## src/rtl/xgmii_enc_tx.sv

```systemverilog
// XGMII/XLGMII to 64b/66b transmit block encoder with the transmit
// sequencing state machine and a saturating error-block counter.
module xgmii_enc_tx #(
   parameter bit IS_40G = 1'b1,
   parameter int CNT_W  = 16
) (
   input  logic             clk,
   input  logic             rst,
   input  logic [63:0]      xgmii_txd_i,
   input  logic [7:0]       xgmii_txc_i,
   input  logic             valid_i,
   output logic             ready_o,
   input  logic             ready_i,
   output logic             valid_o,
   output logic [1:0]       head_o,
   output logic [63:0]      data_o,
   output logic [CNT_W-1:0] err_cnt_o
);

   typedef enum logic [2:0] {
      TX_INIT = 3'd0,
      TX_C    = 3'd1,
      TX_D    = 3'd2,
      TX_T    = 3'd3,
      TX_E    = 3'd4
   } tx_state_t;

   typedef enum logic [2:0] {
      T_D = 3'd0,
      T_C = 3'd1,
      T_S = 3'd2,
      T_T = 3'd3,
      T_E = 3'd4
   } blk_type_t;

   localparam logic [63:0]      EBLOCK  = {{8{7'h1E}}, 8'h1E};
   localparam logic [CNT_W-1:0] CNT_MAX = {CNT_W{1'b1}};
   localparam logic [CNT_W-1:0] CNT_ONE = {{(CNT_W-1){1'b0}}, 1'b1};

   function automatic logic is_ie(input logic [7:0] b);
      is_ie = (b == 8'h07) || (b == 8'hFE);
   endfunction

   function automatic logic [6:0] ctl_code(input logic [7:0] b);
      case (b)
         8'h07:   ctl_code = 7'h00;
         8'hFE:   ctl_code = 7'h1E;
         default: ctl_code = 7'h1E;
      endcase
   endfunction

   function automatic logic [7:0] t_btype(input logic [2:0] i);
      case (i)
         3'd0:    t_btype = 8'h87;
         3'd1:    t_btype = 8'h99;
         3'd2:    t_btype = 8'hAA;
         3'd3:    t_btype = 8'hB4;
         3'd4:    t_btype = 8'hCC;
         3'd5:    t_btype = 8'hD2;
         3'd6:    t_btype = 8'hE1;
         3'd7:    t_btype = 8'hFF;
         default: t_btype = 8'hFF;
      endcase
   endfunction

   tx_state_t        state_q, state_d;
   logic             valid_q, valid_d;
   logic [1:0]       head_q, head_d;
   logic [63:0]      data_q, data_d;
   logic [CNT_W-1:0] err_cnt_q, err_cnt_d;

   logic             accept_s;
   logic             all_ie_s, lo_ie_s, s4_s;
   logic             t_ok_s, t_hit_s;
   logic [2:0]       t_idx_s;
   logic [63:0]      c_blk_s, t_mask_s, t_blk_s;
   blk_type_t        typ_s;
   logic [1:0]       norm_head_s;
   logic [63:0]      norm_data_s;
   logic             blk_ok_s;

   assign ready_o  = ~valid_q | ready_i;
   assign accept_s = valid_i & ready_o;

   // Classify the presented word and build its normal (non-error) block.
   always_comb begin
      all_ie_s = 1'b1;
      c_blk_s  = 64'd0;
      c_blk_s[7:0] = 8'h1E;
      for (int k = 0; k < 8; k++) begin
         all_ie_s = all_ie_s & is_ie(xgmii_txd_i[8*k +: 8]);
         c_blk_s[8+7*k +: 7] = ctl_code(xgmii_txd_i[8*k +: 8]);
      end
      lo_ie_s = is_ie(xgmii_txd_i[7:0])   & is_ie(xgmii_txd_i[15:8]) &
                is_ie(xgmii_txd_i[23:16]) & is_ie(xgmii_txd_i[31:24]);

      // Terminate in lane i: data below, 0xFD at i, only IDLE above.
      t_ok_s  = 1'b0;
      t_hit_s = 1'b0;
      t_idx_s = 3'd0;
      for (int i = 0; i < 8; i++) begin
         t_ok_s = (xgmii_txc_i == (8'hFF << i)) && (xgmii_txd_i[8*i +: 8] == 8'hFD);
         for (int j = i + 1; j < 8; j++) begin
            t_ok_s = t_ok_s & (xgmii_txd_i[8*j +: 8] == 8'h07);
         end
         t_idx_s = t_ok_s ? 3'(i) : t_idx_s;
         t_hit_s = t_hit_s | t_ok_s;
      end
      t_mask_s = (64'd1 << {t_idx_s, 3'b000}) - 64'd1;
      t_blk_s  = ((xgmii_txd_i & t_mask_s) << 4'd8) | {56'd0, t_btype(t_idx_s)};

      s4_s        = 1'b0;
      norm_head_s = 2'b10;
      norm_data_s = EBLOCK;
      if (xgmii_txc_i == 8'h00) begin
         typ_s       = T_D;
         norm_head_s = 2'b01;
         norm_data_s = xgmii_txd_i;
      end else if ((xgmii_txc_i == 8'hFF) && all_ie_s) begin
         typ_s       = T_C;
         norm_data_s = c_blk_s;
      end else if ((xgmii_txc_i == 8'h01) && (xgmii_txd_i[7:0] == 8'hFB)) begin
         typ_s       = T_S;
         norm_data_s = {xgmii_txd_i[63:8], 8'h78};
      end else if (!IS_40G && (xgmii_txc_i == 8'h1F) && lo_ie_s &&
                   (xgmii_txd_i[39:32] == 8'hFB)) begin
         typ_s       = T_S;
         s4_s        = 1'b1;
         norm_data_s = {xgmii_txd_i[63:40], 4'h0, c_blk_s[35:8], 8'h33};
      end else if (t_hit_s) begin
         typ_s       = T_T;
         norm_data_s = t_blk_s;
      end else begin
         typ_s = T_E;
      end
   end

   // Sequence check, output register update and error counting.
   always_comb begin
      state_d   = state_q;
      valid_d   = valid_q;
      head_d    = head_q;
      data_d    = data_q;
      err_cnt_d = err_cnt_q;
      blk_ok_s  = 1'b0;
      if (accept_s) begin
         case (state_q)
            TX_INIT, TX_C, TX_T: begin
               case (typ_s)
                  T_C:     begin state_d = TX_C; blk_ok_s = 1'b1; end
                  T_S:     begin state_d = TX_D; blk_ok_s = 1'b1; end
                  default: state_d = TX_E;
               endcase
            end
            TX_D: begin
               case (typ_s)
                  T_D:     begin state_d = TX_D; blk_ok_s = 1'b1; end
                  T_T:     begin state_d = TX_T; blk_ok_s = 1'b1; end
                  default: state_d = TX_E;
               endcase
            end
            TX_E: begin
               case (typ_s)
                  T_C:     begin state_d = TX_C; blk_ok_s = 1'b1; end
                  T_D:     begin state_d = TX_D; blk_ok_s = 1'b1; end
                  T_T:     begin state_d = TX_T; blk_ok_s = 1'b1; end
                  T_S:     begin state_d = TX_D; blk_ok_s = 1'b1; end
                  default: state_d = TX_E;
               endcase
            end
            default: state_d = TX_E;
         endcase
         valid_d = 1'b1;
         if (blk_ok_s) begin
            head_d = norm_head_s;
            data_d = norm_data_s;
         end else begin
            head_d = 2'b10;
            data_d = EBLOCK;
            err_cnt_d = (err_cnt_q == CNT_MAX) ? err_cnt_q : err_cnt_q + CNT_ONE;
         end
      end else if (ready_i) begin
         valid_d = 1'b0;
      end else begin
         valid_d = valid_q;
      end
   end

   // State and output registers.
   always_ff @(posedge clk or posedge rst) begin
      if (rst) begin
         state_q   <= TX_INIT;
         valid_q   <= 1'b0;
         head_q    <= 2'b00;
         data_q    <= 64'd0;
         err_cnt_q <= '0;
      end else begin
         state_q   <= state_d;
         valid_q   <= valid_d;
         head_q    <= head_d;
         data_q    <= data_d;
         err_cnt_q <= err_cnt_d;
      end
   end

   assign valid_o   = valid_q;
   assign head_o    = head_q;
   assign data_o    = data_q;
   assign err_cnt_o = err_cnt_q;

endmodule

```

## config.mk

```make
export PLATFORM = sky130hd
export DESIGN_NAME = xgmii_enc_tx
export DESIGN_NICKNAME = d
export VERILOG_FILES = /design/src/rtl/xgmii_enc_tx.sv
export SDC_FILE = /design/constraint.sdc
export NUM_CORES = 1
export LEC_CHECK = 0
export CAP_MARGIN = 15
export CORE_ASPECT_RATIO = 1.2
export CORE_UTILIZATION = 30
export CTS_BUF_LIST = sky130_fd_sc_hd__clkbuf_8
export DETAILED_ROUTE_END_ITERATION = 10
export HOLD_SLACK_MARGIN = 0.05
export PLACE_DENSITY = 0.51
export SYNTH_ARGS = -nofsm -noshare
export SYNTH_HDL_FRONTEND = slang
export SYNTH_SLANG_ARGS = --single-unit
```

## constraint.sdc

```tcl
create_clock -name clk -period 4.23 [get_ports clk]
set_clock_uncertainty 0.1 [all_clocks]
set_input_delay 1.0575 -clock clk [delete_from_list [all_inputs] [get_ports clk]]
set_output_delay 1.0575 -clock clk [all_outputs]
set_load 0.02 [all_outputs]
```

==> run_results.csv <==
group,metric,value,unit
synth,synth-seq-cells,86,
power_and_ir_drop,p_leak,0.00400,uW
routing,drc,0,
clock_network,cts.sinks,86,
worst_setup_path,crit_type,"primary input to register",
worst_setup_path,worstPathRequired,4440,ps
worst_setup_path,startpoint_type,"primary input",
clock_network,cts_tree,"done",
clock_network,clk_path_buf_depth,2,
worst_setup_path,crit_fanout,4,
final_layout,final_common_cell,"buf_4",
power_and_ir_drop,ir_worst_vdd,0.000151,V
routing,dr.pass1.iters,5,
final_layout,seq_area,2150,um^2
synth,synth.area.top_cells,"dfrtp_1, a21oi_1, nor2_1, nand2_1, o22ai_1",
synth,post_synth_xor_area_fraction,2.84,%
grt,grt_pass1_vias,6882,
run,maxCapViolCount,0,
synth,synth_nets,745,
grt,overflow,0,
final_layout,finalNonFillerCells,1251,
final_layout,multiInputGateArea,3410,um^2
sta,slew_headroom,47.5,%
synth,synth-simple-area-share,27.7,%
floorplanning,core,18200,um^2
placement,placed_cells,1230,
synth,yosysTopAreaCell,"dfrtp_1",
worst_setup_path,arrival,4340,ps
worst_hold_path,hold_path.class,"register to register",
grt,grt_max_degree,55,
final_layout,area_delta_synth_final,69.8,%
final_layout,final_cell_mix,"buf_4, clkdlybuf4s50_1, dfrtp_1",
final_layout,drive_gt1_share,27.7,%
routing,wl_per_cell,22.0,um
placement,portBuffers,159,
routing,wirelength,27500,um
sta,drv_slew,0,
floorplanning,fp-row-count,54,
synth,synthMuxAreaShare,0.383,%
routing,via_per_inst,5.59,
clock_network,insertion_delay,380,ps
synth,synth_edf_count,0,
synth,synth_area_per_cell,8.38,um^2
clock_network,clk_pin_slew,90,ps
synth,ys_warn_count,0,
synth,netlist_area,5550,um^2
floorplanning,die_y,151,um
synth,synth_compound_area_share,25.7,%
sta,setup_viol,0,
synth,synth_top_area_share,38.8,%
clock_network,cts_buffers,9,
outcome,outcome,"finished clean",
floorplanning,die_x,126,um
clock_network,htree_levels,3,
grt,grt_usage,28.9,%
final_layout,nets,1104,
sta,min_period_over_period,97.7,%
worst_setup_path,endpoint_kind,"register",
placement,dp.final_hpwl,22000,um
sta,setup_ws,98.7,ps
synth,synthArstFlopShare,100,%
placement,pre_cts_ws,-601,ps
placement,place_congestion,0.900,
clock_network,cts-hold-fix-buffers,0,
synth,yosysUniqueCellTypes,62,
power_and_ir_drop,power_per_cell_area,213,nW/um^2
routing,antenna_left,0,
synth,synthAdderAreaFrac,1.35,%
sta,post-route-min-period,4130,ps
synth,synth_sequential_area_ratio,38.8,%
floorplanning,initial_core_util,30.6,%
final_layout,fill_cells,1760,
routing,initialDrtViolationCount,454,
grt,antenna_found_initial,0,
clock_network,ctsRootBufferMaster,"clkbuf_8",
sta,hold_violations,0,
floorplanning,dieArea,19100,um^2
grt,grt_pass1_wl,41100,um
floorplanning,io_pins,160,
power_and_ir_drop,total_power,2010,uW
synth,synth_top_family_by_area,"simple AND/OR/NAND/NOR gates",
sta,fin_tns_setup,0,ps
final_layout,num_antenna_cells,0,
routing,vias,6995,
synth,syn_inst,663,
synth,synth_flop_cell,"dfrtp_1",
sta,tightest_slew,780,ps
sta,fmax,242,MHz
layer usage:
layer  global-route usage [%]  vias up  wire (um)
li1                         -     3267          -
met1                     36.4     3482      11700
met2                     52.0      220      14100
met3                     3.64       26       1150
met4                     7.47        0        526
met5                        0        -          0
layout make-up:
class	instances	area share, %
sequential	86	22.8
tap	224	2.97
timing repair buffer	380	35.3
clock buffer	9	1.31
inverter	16	0.650
multi-input combinational	529	36.2
clock inverter	7	0.783
repair_timing:
action                     4_1_cts  5_1_grt
setup endpoints to repair       35       64
setup buffers                    1        4
resized for setup               10       39
pin swaps                        0       13
flip-flops by register name, summed over array words and instances (netlist names):
name       count
data_o        64
err_cnt_o     16
head_o         2
state_q        3
valid_o        1
cells by family (layout without fill, tap and decap cells):
family	Yosys count	in the layout
adders and majority gates	6	6
AOI/OAI and AO/OA	217	217
and+or+nand+nor	286	286
xor gates and xnor gates	18	18
buffers and inverters	48	412
DFF	86	86
muxes	2	2
final timing paths:
check | depth (start not counted) | start | slack [ps] | endpoint
setup / recovery | 16 | xgmii_txd_i[26] | 100 | data_o[56]
hold / removal | 2 | head_o[0] | 380 | head_o[0]
setup reg to reg | 7 | state_q[1] | 1820 | data_o[0]
hold reg to reg | 2 | head_o[0] | 380 | head_o[0]
max in group asynchronous | 3 | rst | 2330 | data_o[4]
min in group asynchronous | 2 | rst | 960 | data_o[55]
metrics by stage:
stage                     utilization (%)  hold slack [ps]  area, um^2
after floorplan                         -              388        5550
after global placement               49.5              362        8990
after detailed placement             49.5              365        8990
after CTS                            50.8              386        9240
after global routing                 51.9              406        9430
final                                51.9              382        9430
power by group:
part	internal (uW)	total (uW)	switching, uW
clock	275	622	347
combinational	244	488	244
sequential	859	901	42.0
total	1380	2010	633
Yosys cell counts, types with 16 or more instances:
library cell and count:
o21ai_0 33, nor2_1 62, inv_1 16, nand2_1 59, nor3_1 32, a21oi_1 49
and3_1 16, nand4_1 25, o22ai_1 33, dfrtp_1 86, clkbuf_1 27
critical path: stages:
cell and delay [ps]:
clkdlybuf4s50_1 420, nor4b_2 170, buf_4 130, and4_2 260, buf_4 150, and3_1 170, o21ba_2 200, or2_2 280
buf_4 150, ha_1 210, buf_4 160, or3_1 360, a21oi_1 130, a31oi_1 50, o32a_1 310, o21ai_1 120
Note: power is estimated with default switching activity, not from simulation.
